[config.mk]
export PLATFORM = sky130hd
export DESIGN_NAME = uart_tx
export DESIGN_NICKNAME = d
export VERILOG_FILES = /design/src/rtl/uart_tx.sv
export SDC_FILE = /design/constraint.sdc
export NUM_CORES = 1
export LEC_CHECK = 0
export ABC_AREA = 1
export ABC_CLOCK_PERIOD_IN_PS = 2100
export CAP_MARGIN = 20
export CORE_MARGIN = 1
export CORE_UTILIZATION = 40
export DETAILED_ROUTE_END_ITERATION = 8
export HOLD_SLACK_MARGIN = 0.15
export SYNTH_ARGS = -nofsm -noshare
export SYNTH_HDL_FRONTEND = slang
export SYNTH_SLANG_ARGS = --single-unit
[constraint.sdc]
create_clock -name clk -period 2.1 [get_ports clk]
set_input_delay 0.42 -clock clk [delete_from_list [all_inputs] [get_ports clk]]
set_output_delay 0.42 -clock clk [all_outputs]
set_load 0.01 [all_outputs]
[src/rtl/uart_tx.sv]
`default_nettype none
// ============================================================================
// Module   : uart_tx
// Brief    : 8N1 UART transmitter with a one-entry holding buffer so
//            consecutive frames run back-to-back.
// Revision : 1.0 - initial release
// ============================================================================
module uart_tx #(
    parameter int CPB_W  = 10,
    parameter int DATA_W = 8
) (
    input  logic              clk,
    input  logic              rst_n,
    input  logic [CPB_W-1:0]  clk_per_bit,
    input  logic [DATA_W-1:0] tx_data,
    input  logic              tx_valid,
    output logic              tx_ready,
    output logic              tx,
    output logic              busy
);

    localparam int c_bit_w = $clog2(DATA_W + 1);

    localparam logic [1:0] c_idle  = 2'd0;
    localparam logic [1:0] c_start = 2'd1;
    localparam logic [1:0] c_data  = 2'd2;
    localparam logic [1:0] c_stop  = 2'd3;

    localparam logic [c_bit_w-1:0] c_last_bit = c_bit_w'(DATA_W - 1);

    logic [1:0]         r_state;
    logic [1:0]         w_state_nxt;
    logic [DATA_W-1:0]  r_buf;
    logic               r_buf_full;
    logic [DATA_W-1:0]  r_shift;
    logic [DATA_W-1:0]  w_shift_nxt;
    logic [c_bit_w-1:0] r_bit_cnt;
    logic [CPB_W-1:0]   r_baud_cnt;
    logic [CPB_W-1:0]   r_period;
    logic               r_tx;
    logic               w_tx_nxt;
    logic               w_bit_end;
    logic               w_last_bit;
    logic               w_can_load;
    logic               w_load;
    logic               w_accept;

    // r_period is only meaningful outside IDLE, where it is always nonzero
    assign w_bit_end  = (r_baud_cnt == (r_period - CPB_W'(1)));
    assign w_last_bit = (r_bit_cnt == c_last_bit);
    assign w_can_load = r_buf_full && (clk_per_bit != '0);
    assign w_accept   = tx_valid && !r_buf_full;

    assign tx_ready = ~r_buf_full;
    assign busy     = (r_state != c_idle);
    assign tx       = r_tx;

    always_ff @(posedge clk or negedge rst_n) begin
        if (!rst_n) begin
            r_state <= c_idle;
        end else begin
            r_state <= w_state_nxt;
        end
    end

    // w_load marks the edge where the buffered byte becomes the active frame
    always_comb begin
        w_state_nxt = r_state;
        w_load      = 1'b0;
        case (r_state)
            c_idle: begin
                if (w_can_load) begin
                    w_state_nxt = c_start;
                    w_load      = 1'b1;
                end
            end
            c_start: begin
                if (w_bit_end) w_state_nxt = c_data;
            end
            c_data: begin
                if (w_bit_end && w_last_bit) w_state_nxt = c_stop;
            end
            c_stop: begin
                if (w_bit_end) begin
                    if (w_can_load) begin
                        w_state_nxt = c_start;
                        w_load      = 1'b1;
                    end else begin
                        w_state_nxt = c_idle;
                    end
                end
            end
            default: w_state_nxt = c_idle;
        endcase
    end

    always_comb begin
        w_shift_nxt = r_shift;
        w_tx_nxt    = r_tx;
        if (w_load) begin
            w_shift_nxt = r_buf;
            w_tx_nxt    = 1'b0;
        end else begin
            case (r_state)
                c_start: begin
                    if (w_bit_end) w_tx_nxt = r_shift[0];
                end
                c_data: begin
                    if (w_bit_end) begin
                        w_shift_nxt = r_shift >> 1;
                        w_tx_nxt    = w_last_bit ? 1'b1 : w_shift_nxt[0];
                    end
                end
                c_stop: begin
                    if (w_bit_end) w_tx_nxt = 1'b1;
                end
                default: w_tx_nxt = 1'b1;
            endcase
        end
    end

    always_ff @(posedge clk or negedge rst_n) begin
        if (!rst_n) begin
            r_tx       <= 1'b1;
            r_shift    <= '0;
            r_buf      <= '0;
            r_buf_full <= 1'b0;
            r_period   <= '0;
            r_bit_cnt  <= '0;
            r_baud_cnt <= '0;
        end else begin
            r_tx    <= w_tx_nxt;
            r_shift <= w_shift_nxt;

            // accept and load never coincide: load needs a full buffer
            if (w_accept) begin
                r_buf      <= tx_data;
                r_buf_full <= 1'b1;
            end else if (w_load) begin
                r_buf_full <= 1'b0;
            end

            if (w_load) begin
                r_period   <= clk_per_bit;
                r_bit_cnt  <= '0;
                r_baud_cnt <= '0;
            end else if (r_state != c_idle) begin
                if (w_bit_end) begin
                    r_baud_cnt <= '0;
                    if (r_state == c_data) r_bit_cnt <= r_bit_cnt + c_bit_w'(1);
                end else begin
                    r_baud_cnt <= r_baud_cnt + CPB_W'(1);
                end
            end
        end
    end

endmodule
`default_nettype wire

==> results of run 1 <==
[placed cells by master (no fill, tap or decap), drive strengths merged, types with 2 or more instances in the layout]
cell type,Yosys,layout
nand2,90,90
nor2,57,57
dfrtp,43,43
inv,36,37
nand3,23,23
buf,7,23
clkdlybuf4s50,0,21
o21ai,18,18
xor2,8,8
nand4,8,8
mux2,8,8
ha,8,8
clkbuf,0,8
o211ai,5,5
a21oi,4,4
nor3,3,3
xnor2,2,2
clkinvlp,0,2
o31ai,2,2
[flip-flops by register name, summed over array words and instances, names as in the netlist]
signal / count
r_period: 10
r_buf: 8
r_baud_cnt: 10
r_state: 2
tx: 1
r_bit_cnt: 4
r_shift: 8
r_buf_full: 1
[cells by family (layout without fill, tap and decap cells)]
family,after synthesis,count (layout)
compound gates,34,34
xor+xnor,10,10
fa+ha+maj,8,8
buf+inv,44,94
flops,44,44
mux,8,8
simple gates,182,182
[repair_timing]
item / in CTS / in global routing
setup buffers: 0 / 4
hold buffers: 1 / 0
hold endpoints to repair: 19 / 0
setup endpoints to repair: 4 / 35
pin swaps: 0 / 16
gates cloned: 0 / 4
gates resized for setup: 6 / 40
[metal layers]
layer	track usage, %	share of wire, %	vias to the layer above
met5	0	0	-
met4	4.74	0.96	0
met3	3.63	3.6	6
met2	29.8	47	47
met1	26.7	48	1043
li1	-	-	1167
[final cells by class]
cell class / count / area share [%]
timing repair buffer: 49 / 15.4
multi-input combinational: 242 / 42.2
tap: 75 / 2.77
clock buffer: 5 / 2.03
clock inverter: 3 / 0.702
sequential: 44 / 32.6
inverter: 37 / 4.25
[path summary, 6_finish.rpt]
kind                              from             to  depth (start not counted)
max                        r_period[1]     r_shift[4]                         16
min                           r_buf[7]     r_shift[7]                          2
max reg2reg                r_period[1]     r_shift[4]                         16
min reg2reg                   r_buf[7]     r_shift[7]                          2
max in group asynchronous        rst_n     r_shift[2]                          3
min in group asynchronous        rst_n  r_baud_cnt[7]                          2
[per-stage QoR]
step	setup TNS [ns]	cell area [um^2]	cells	worst slack (ns)
floorplan	0	2580	330	0.124
global placement	-0.00798	3020	439	-0.00798
detailed placement	-0.0768	3020	439	-0.0425
CTS	0	3140	448	0.00580
global route	-2.98	3380	455	-0.151
finish	-0.0000282	3380	455	-0.0000282
[power groups by stage]
stage / Clock (mW) / Sequential, mW / Combinational, mW
detailed placement: 0 / 1.47 / 2.30
global route: 0.598 / 1.53 / 3.21
global placement: 0 / 1.46 / 2.28
finish: 0.553 / 1.48 / 2.86
floorplan: 0 / 1.41 / 1.62
CTS: 0.570 / 1.46 / 2.34
[worst min-delay path, stage by stage, from the launching register on]
cell,delay (ns)
dfrtp_1,0.36
nand2_1,0.06
nand2_1,0.06
==> results.md, run 1 <==
- Yosys reg bits: 44
- Post-Syn Nets: roughly 360
- Synth top area share: 41.6%
- Count leader, synth: nand2_1
- Gr ovfl total: 0
- FF+latch area: 1100 um^2
- CP arrival: 2.33 ns
- Seq/Total Area, Yosys: 42.6%
- Final hold violations: 0
- CP Cell Sequence: inv_2 -> ha_4 -> nand2_2 -> inv_2 -> nor2_2 -> nand2_1 -> nor2_2 -> nand3_2 -> nor2_4 -> nand4_1 -> nand2_1 -> nand2_4 -> inv_6 -> clkbuf_16 -> nor2_1 -> nor2_1
- # DRC: 0
- Clock share of power: 11.3%
- DIE AREA: approximately 6800 um^2
- Post-synth top area cell: dfrtp_1
- Hold WS: 0.496 ns
- Max frequency: 0.476 GHz
- Yosys warns: 0
- Final Core Density: a little under three fifths
- Worst-Margin Slew: approximately 0.51 ns
- Final wirelength: 5720 um
- Final Power: just under 5 mW
- Simple-gate share of the synthesized area: 31.6%
- Largest family of logic cells by synthesized area: simple AND/OR/NAND/NOR gates
- Reg-to-reg slack, setup: -0.00003 ns
- ANT cells: 0
- Die H: 82.4 um
- Max-cap viol count: 0
- Crit path kind: reg -> reg
- Setup Viol. Count Final: 1
- Skew-Pair Late Insertion Delay: 0.30 ns
- Pwr/cell area: 1440 nW/um^2
- Compound-gate portion of the synthesized area: 7.84%
- Yosys cell types: 34
- CTS tree: yes
- Clk slew on worst S/H paths: 0.09 ns
- WP data required: 2.33 ns
- Hold Crit Class: reg -> reg
- XOR/XNOR Fraction of Synth Area: 3.39%
- Vias: 2263
- Row count: 28
- Synthesized cell area: 2580 um^2
- Sw Pwr: 2.15 mW
- Top cells by area, synth: dfrtp_1, nand2_1, nor2_1, inv_1, nand3_1
- DP Wirelength: 4010 um
- Max Buffers Root-to-Sink: 2
- Sw Ratio: 44.1%
- Mux contribution to synthesized area: between 3 and 4%
- P_int: approximately 2.7 mW
- ANT nets after route: 0
- Initial core utilization: 42.7%
- Worst path slowest cell: dfrtp_1
- Pin count of the biggest net entering global routing: 25
- Initial antenna violation count: 0
- Adder-Cell Fraction of Synth Area: 3.87%
- Top cell family by delay on the critical path: simple AND/OR/NAND/NOR gates
- Final Critical Period: roughly 2.1 ns
- Peak VDD IR: 0.660 mV
- Unrepaired setup endpoints after global routing: true
- Cells after Synth: 330
- Area of the multi-input gates: 1430 um^2
- Nets@finish: 408
- Layout Area Growth over Synthesis: 30.9%
- First-pass GRT wire length: 9670 um
- GP Congestion: 0.836
- Final WS setup: -0.0000282 ns
- Initial DRC count: ~110
- Core ar.: 6060 um^2
- Bufs and invs on worst path: 4
- IO Port Bufs: 23
- Global-route total usage across every layer: 18.9%
- Critical Path End Type: flop
- CP Launch Type: flop
- Synth Area per Inst: 7.83 um^2
- Via/cell ratio: 4.97
- Final-layout fill cell count: 584
- Slew margin rel.: 65.8%
- CP max FO: 5
- Vias in the first global route: 2122
- Comb power frac: about 60%
- Routed length per instance: ~13 um
- Fin crit share: 100%
- Chip width: 82.4 um
- Seq pwr share: 30.3%
- Most frequent cells after synthesis: nand2_1, nor2_1, dfrtp_1, inv_1, nand3_1
- Max-slew violations: 0
- Layout cells sized above 1: 23.9%
- Largest stage delay, worst path: 0.42 ns
- Primary FF master, synth: dfrtp_1
- Failing checks: setup timing
- EDFF count, synth: 0
- Pre-Repair DR Iteration Count: 5
- Clock root buffer: clkbuf_8
- CTS sink cnt: 44
- Leakage: around 1.7 nW
- FFs w/ async S/R, synth: 100%
- I/O Pins: 24
- Worst Skew: 0.00650 ns
- CTS buffer count: 5
- Status: complete, but fails checks
- H-Tree Depth: 2
Note: power is estimated with default switching activity, not from simulation.
==> inputs of run 2 (changes only) <==
--- a/config.mk
+++ b/config.mk
@@ -16,2 +16,3 @@
 export SYNTH_HDL_FRONTEND = slang
 export SYNTH_SLANG_ARGS = --single-unit
+export TNS_END_PERCENT = 20
==> constraint.sdc (replaced) <==
create_clock -name clk -period 2.1 [get_ports clk]
set_input_delay 0.42 -clock clk [delete_from_list [all_inputs] [get_ports clk]]
set_output_delay 0.42 -clock clk [all_outputs]
set_load 0.05 [all_outputs]
==> results.md, run 2 (synthesis results as in run 1) <==
- Core ar.: 6060 um^2
- Fin cells: 454
- IO Port Bufs: 23
- Skew-Pair Late Insertion Delay: approximately 0.3 ns
- Max Buffers Root-to-Sink: 2
- Unrepaired setup endpoints after global routing: true
- Bufs and invs on worst path: 5
- Cell count after placement: 439
- Worst path slowest cell: dfrtp_1
- Clk slew on worst S/H paths: 0.09 ns
- Layout Area Growth over Synthesis: 33.3%
- ANT cells: 0
- Vias: 2230
- CP Cell Sequence: buf_4 -> buf_4 -> nor2_4 -> nand2_4 -> inv_2 -> nor2_1 -> nor2_1 -> nand3_1 -> nor2_4 -> nand4_1 -> nand2_2 -> nand2_4 -> inv_6 -> clkbuf_16 -> nor2_2 -> nor2_1
- Crit path kind: reg -> reg
- Gr ovfl total: 0
- WP depth: 16
- Post-route setup TNS: 0 ns
- Max-cap viol count: 0
- # DRC: 0
- Most frequent cells in the layout: nand2_1, nor2_1, dfrtp_1, inv_1, nand3_1
- Pin count of the biggest net entering global routing: 45
- Top cell family by delay on the critical path: simple AND/OR/NAND/NOR gates
- Max-slew violations: 0
- Slew margin rel.: 66.6%
- Met3 Resource Use GR: 3.08%
- Critical Path End Type: flop
- Max frequency: 0.477 GHz
- Status: finished clean
- Design area: 3440 um^2
- Final-layout fill cell count: 585
- Final hold violations: 0
- Pwr/cell area: ~1500 nW/um^2
- Initial core utilization: 42.7%
- Vias in the first global route: roughly 2100
- CTS sink cnt: 44
- Fin crit share: 99.8%
- Final wirelength: 5630 um
- Most Crowded Layer GR: met2
- FF+latch area: 1100 um^2
- First-pass GRT wire length: around 9500 um
- CP max FO: 5
- Routed length per instance: 12.4 um
- WP data required: 2.33 ns
- CTS tree: yes
- I/O Pins: 24
- Nets@finish: 407
- ANT nets after route: 0
- Row count: 28
- Die H: 82.4 um
- Top Registers: r_baud_cnt: 10 flops, r_period: 10 flops
- Hold Crit Class: reg -> reg
- Hold Path Stages: 2
- Leakage: 1.69 nW
- Chip width: 82.4 um
- Clock root buffer: clkbuf_8
- Initial DRC count: between 100 and 150
- Global-route total usage across every layer: 18.3%
- Setup Viol. Count Final: 0
- Largest stage delay, worst path: between 0.3 and 0.4 ns
- Pre-Repair DR Iteration Count: 4
- CP Launch Type: flop
- GP Congestion: 0.827
- Commonest non-fill, non-tap cell in the layout: nand2_1
- GRT met2 Usage: between 20 and 30%
- Worst-Margin Slew: around 0.50 ns
- Layout cells sized above 1: 24.3%
- CP most frequent cell: nor2_1
- DIE AREA: 6790 um^2
- DP Wirelength: a little under 4000 um
- Via/cell ratio: 4.91
- CTS buffer count: 5
- Final Critical Period: roughly 2.1 ns
- Final Power: 5.33 mW
- R2r worst-path depth: 16
- CP arrival: 2.33 ns
- Initial antenna violation count: 0
- Dpl cell area: 3040 um^2
- H-Tree Depth: 2
- Peak VDD IR: 0.857 mV
- Met1 usage: 25.3%
- Worst Skew: ~0.0028 ns
- Area of the multi-input gates: roughly 1400 um^2
[run 2: changes by cell type in the layout (fill, tap and decap cells not counted), moves of 2 or more]
cell,previous run,this run
clkinvlp_4,2,0
buf_4,15,17
nand2_2,8,10
bufinv_16,0,3
buf_6,4,1
nor2_1,39,42
nand2_1,77,74
buf_12,2,4
nor2_2,11,9
[run 2: layer usage]
| layer | up-vias | share of wire, % |
|---|---|---|
| met2 | 47 | 45 |
| met5 | - | 0 |
| met3 | 8 | 3.5 |
| li1 | 1155 | - |
| met4 | 0 | 2.0 |
| met1 | 1020 | 49 |
[run 2: worst paths after layout]
check	slack, ns	from	endpoint
max	0.004	r_period[1]	r_shift[3]
min	0.48	r_buf[7]	r_shift[7]
max reg2reg	0.004	r_period[1]	r_shift[3]
min reg2reg	0.48	r_buf[7]	r_shift[7]
max in group asynchronous	1.22	rst_n	tx
min in group asynchronous	0.62	rst_n	r_baud_cnt[2]
[run 2: final cells by class]
| cell class | instances | area share [%] |
|---|---|---|
| multi-input combinational | 242 | 41.2 |
| sequential | 44 | 32.0 |
| timing repair buffer | 48 | 15.2 |
| inverter | 37 | 4.18 |
| tap | 75 | 2.72 |
| clock inverter | 3 | 2.62 |
| clock buffer | 5 | 2.00 |
[run 2: through the flow]
| step | hold slack [ns] | util (%) | setup WS (ns) |
|---|---|---|---|
| 6_report | 0.483 | 56.8 | 0.00420 |
| 5_1_grt | 0.514 | 56.8 | -0.160 |
| 4_1_cts | 0.493 | 52.9 | 0.0167 |
| 3_5_place_dp | 0.418 | 50.1 | -0.0439 |
| 3_3_place_gp | 0.421 | 50.1 | 0.0184 |
| 2_1_floorplan | 0.124 | - | 0.124 |
[run 2: power breakdown]
group | switching [mW] | internal, mW
sequential | 0.289 | 1.19
clock | 0.304 | 0.595
combinational | 1.64 | 1.32
[run 2: tightest hold or removal path: cells and delay by family (launching register included)]
family / cells / cell delay (ns)
AND/OR/NAND/NOR: 2 / 0.11
flip-flops: 1 / 0.35
[run 2: timing repair]
action	4_1_cts	5_1_grt
setup endpoints to repair	0	35
hold buffers	1	0
buffers inserted	0	2
endpoints found under the hold margin	43	0
resized for setup	0	41
==> inputs of run 3 (changes only) <==
CORE_MARGIN = 4   (was 1)
CTS_CLUSTER_SIZE = 14   (was default)
TNS_END_PERCENT = default   (was 20)
==> results.md, run 3 (synthesis results as in run 1) <==
- Status: finished clean
- Most frequent cells in the layout: nand2_1, dfrtp_1, nor2_1, inv_1, clkdlybuf4s50_1
- Layout Area Growth over Synthesis: 29.7%
- FF+latch area: between 1000 and 1500 um^2
- Fin cells: 451
- GP Congestion: between 0.7 and 0.8
- # DRC: 0
- Leakage: 1.62 nW
- CP arrival: 2.24 ns
- Pre-Repair DR Iteration Count: 4
- Core ar.: 6310 um^2
- Vias: 2205
- H-Tree Depth: 2
- DP Wirelength: 4200 um
- Initial antenna violation count: 0
- DIE AREA: 7810 um^2
- Final-layout fill cell count: 620
- ANT cells: 0
- First-pass GRT wire length: 9450 um
- Pin count of the biggest net entering global routing: 21
- I/O Pins: 24
- ANT nets after route: 0
- CTS sink cnt: 44
- Nets@finish: around 400
- Max-slew violations: 0
- Final hold violations: 0
- Max Buffers Root-to-Sink: 2
- Clock root buffer: clkbuf_8
- Die H: roughly 88 um
- Chip width: 88.4 um
- Initial DRC count: 81
- Max frequency: a little under 0.5 GHz
- Via/cell ratio: slightly below 5
- Final Core Density: 53.1%
- Cell count after placement: about 440
- Slew margin rel.: approximately 67%
- CP Launch Type: flop
- Layout cells sized above 1: 21.9%
- Worst Skew: 0.00537 ns
- Peak VDD IR: 0.869 mV
- Routed length per instance: 12.7 um
- Final Critical Period: between 2 and 2.5 ns
- Reg-to-reg slack, setup: 0.05 ns
- Row count: 29
- Worst-Margin Slew: 0.496 ns
- CTS buffer count: 5
- Commonest non-fill, non-tap cell in the layout: nand2_1
- Top Registers: r_baud_cnt: 10 flops, r_period: 10 flops
- Area of the multi-input gates: around 1400 um^2
- CTS tree: yes
- Hold Path Stages: 2
- Fin crit share: 97.8%
- Gr ovfl total: 0
- WP data required: 2.28 ns
- Max-cap viol count: 0
- Hold Crit Class: reg -> reg
- Vias in the first global route: ~2100
- Post-route setup TNS: 0 ns
- Clk slew on worst S/H paths: 0.09 ns
- IO Port Bufs: 23
- Critical Path End Type: flop
- Setup Viol. Count Final: 0
- R2r worst-path depth: 15
- Initial core utilization: 40.9%
- Unrepaired setup endpoints after global routing: true
- Global-route total usage across every layer: between 15 and 20%
- Skew-Pair Late Insertion Delay: 0.29 ns
- Crit path kind: reg -> reg
- CP max FO: 9
- Pwr/cell area: roughly 1500 nW/um^2
- Final wirelength: 5720 um
run 3: cell count changes in the layout (fill, tap and decap cells not counted), sizes merged:
cell / before / now
clkinv: 0 / 2
buf: 24 / 20
bufinv: 3 / 1
inv: 37 / 36
run 3: repair_timing:
action                                  CTS  global route
pin swaps                                 0            13
hold buffers                              1             0
cloned                                    0             3
buffers inserted                          0             3
endpoints found under the setup margin   17            35
gates resized for setup                   2            40
endpoints found under the hold margin    17             0
run 3: cell type report:
type,count,area share (%)
Clock buffer,6,2.46
Clock inverter,2,1.16
Inverter,37,4.37
Multi-Input combinational cell,242,43.2
Sequential cell,44,32.9
Tap cell,77,2.87
Timing Repair Buffer,43,13.1
run 3: layer usage:
layer / GRT usage (%) / vias up / part of all wire [%]
met5: 0 / - / 0
li1: - / 1147 / -
met3: 2.79 / 4 / 3.0
met1: 18.9 / 1025 / 45
met2: 27.7 / 29 / 51
met4: 2.88 / 0 / 0.93
run 3: path summary, 6_finish.rpt:
path | start | end
max reg2reg | r_period[0] | r_period[9]
max in group asynchronous | rst_n | tx
max | r_period[0] | r_period[9]
min | r_buf[7] | r_shift[7]
min reg2reg | r_buf[7] | r_shift[7]
min in group asynchronous | rst_n | r_period[2]
run 3: critical path: stages (launching register included):
cell,delay (ns)
dfrtp_1,0.40
inv_2,0.08
ha_4,0.20
nand2_2,0.05
inv_1,0.03
nor2_1,0.09
nand2_1,0.07
nor2_2,0.10
nand3_2,0.09
nor2_4,0.18
nand4_1,0.12
nand2_2,0.13
nand2_8,0.10
clkbuf_16,0.20
nand2_2,0.06
o21ai_1,0.06
run 3: per-stage QoR:
| step | hold WS (ns) | cell area [um^2] | setup WS (ns) | power, mW |
|---|---|---|---|---|
| 3_3_place_gp | 0.376 | 2980 | -0.0927 | 3.74 |
| 2_1_floorplan | 0.124 | 2580 | 0.124 | 3.12 |
| 5_1_grt | 0.517 | 3350 | -0.112 | 5.42 |
| 6_report | 0.487 | 3350 | 0.0462 | 4.96 |
| 4_1_cts | 0.491 | 3110 | -0.00984 | 4.51 |
| 3_5_place_dp | 0.379 | 2980 | -0.164 | 3.78 |
run 3: power breakdown:
part,leakage (nW),internal [mW],total [mW],switching [mW]
clock network,0.0614,0.389,0.690,0.300
registers,0.546,1.19,1.50,0.312
logic,1.02,1.16,2.76,1.60
total,1.62,2.74,4.96,2.21
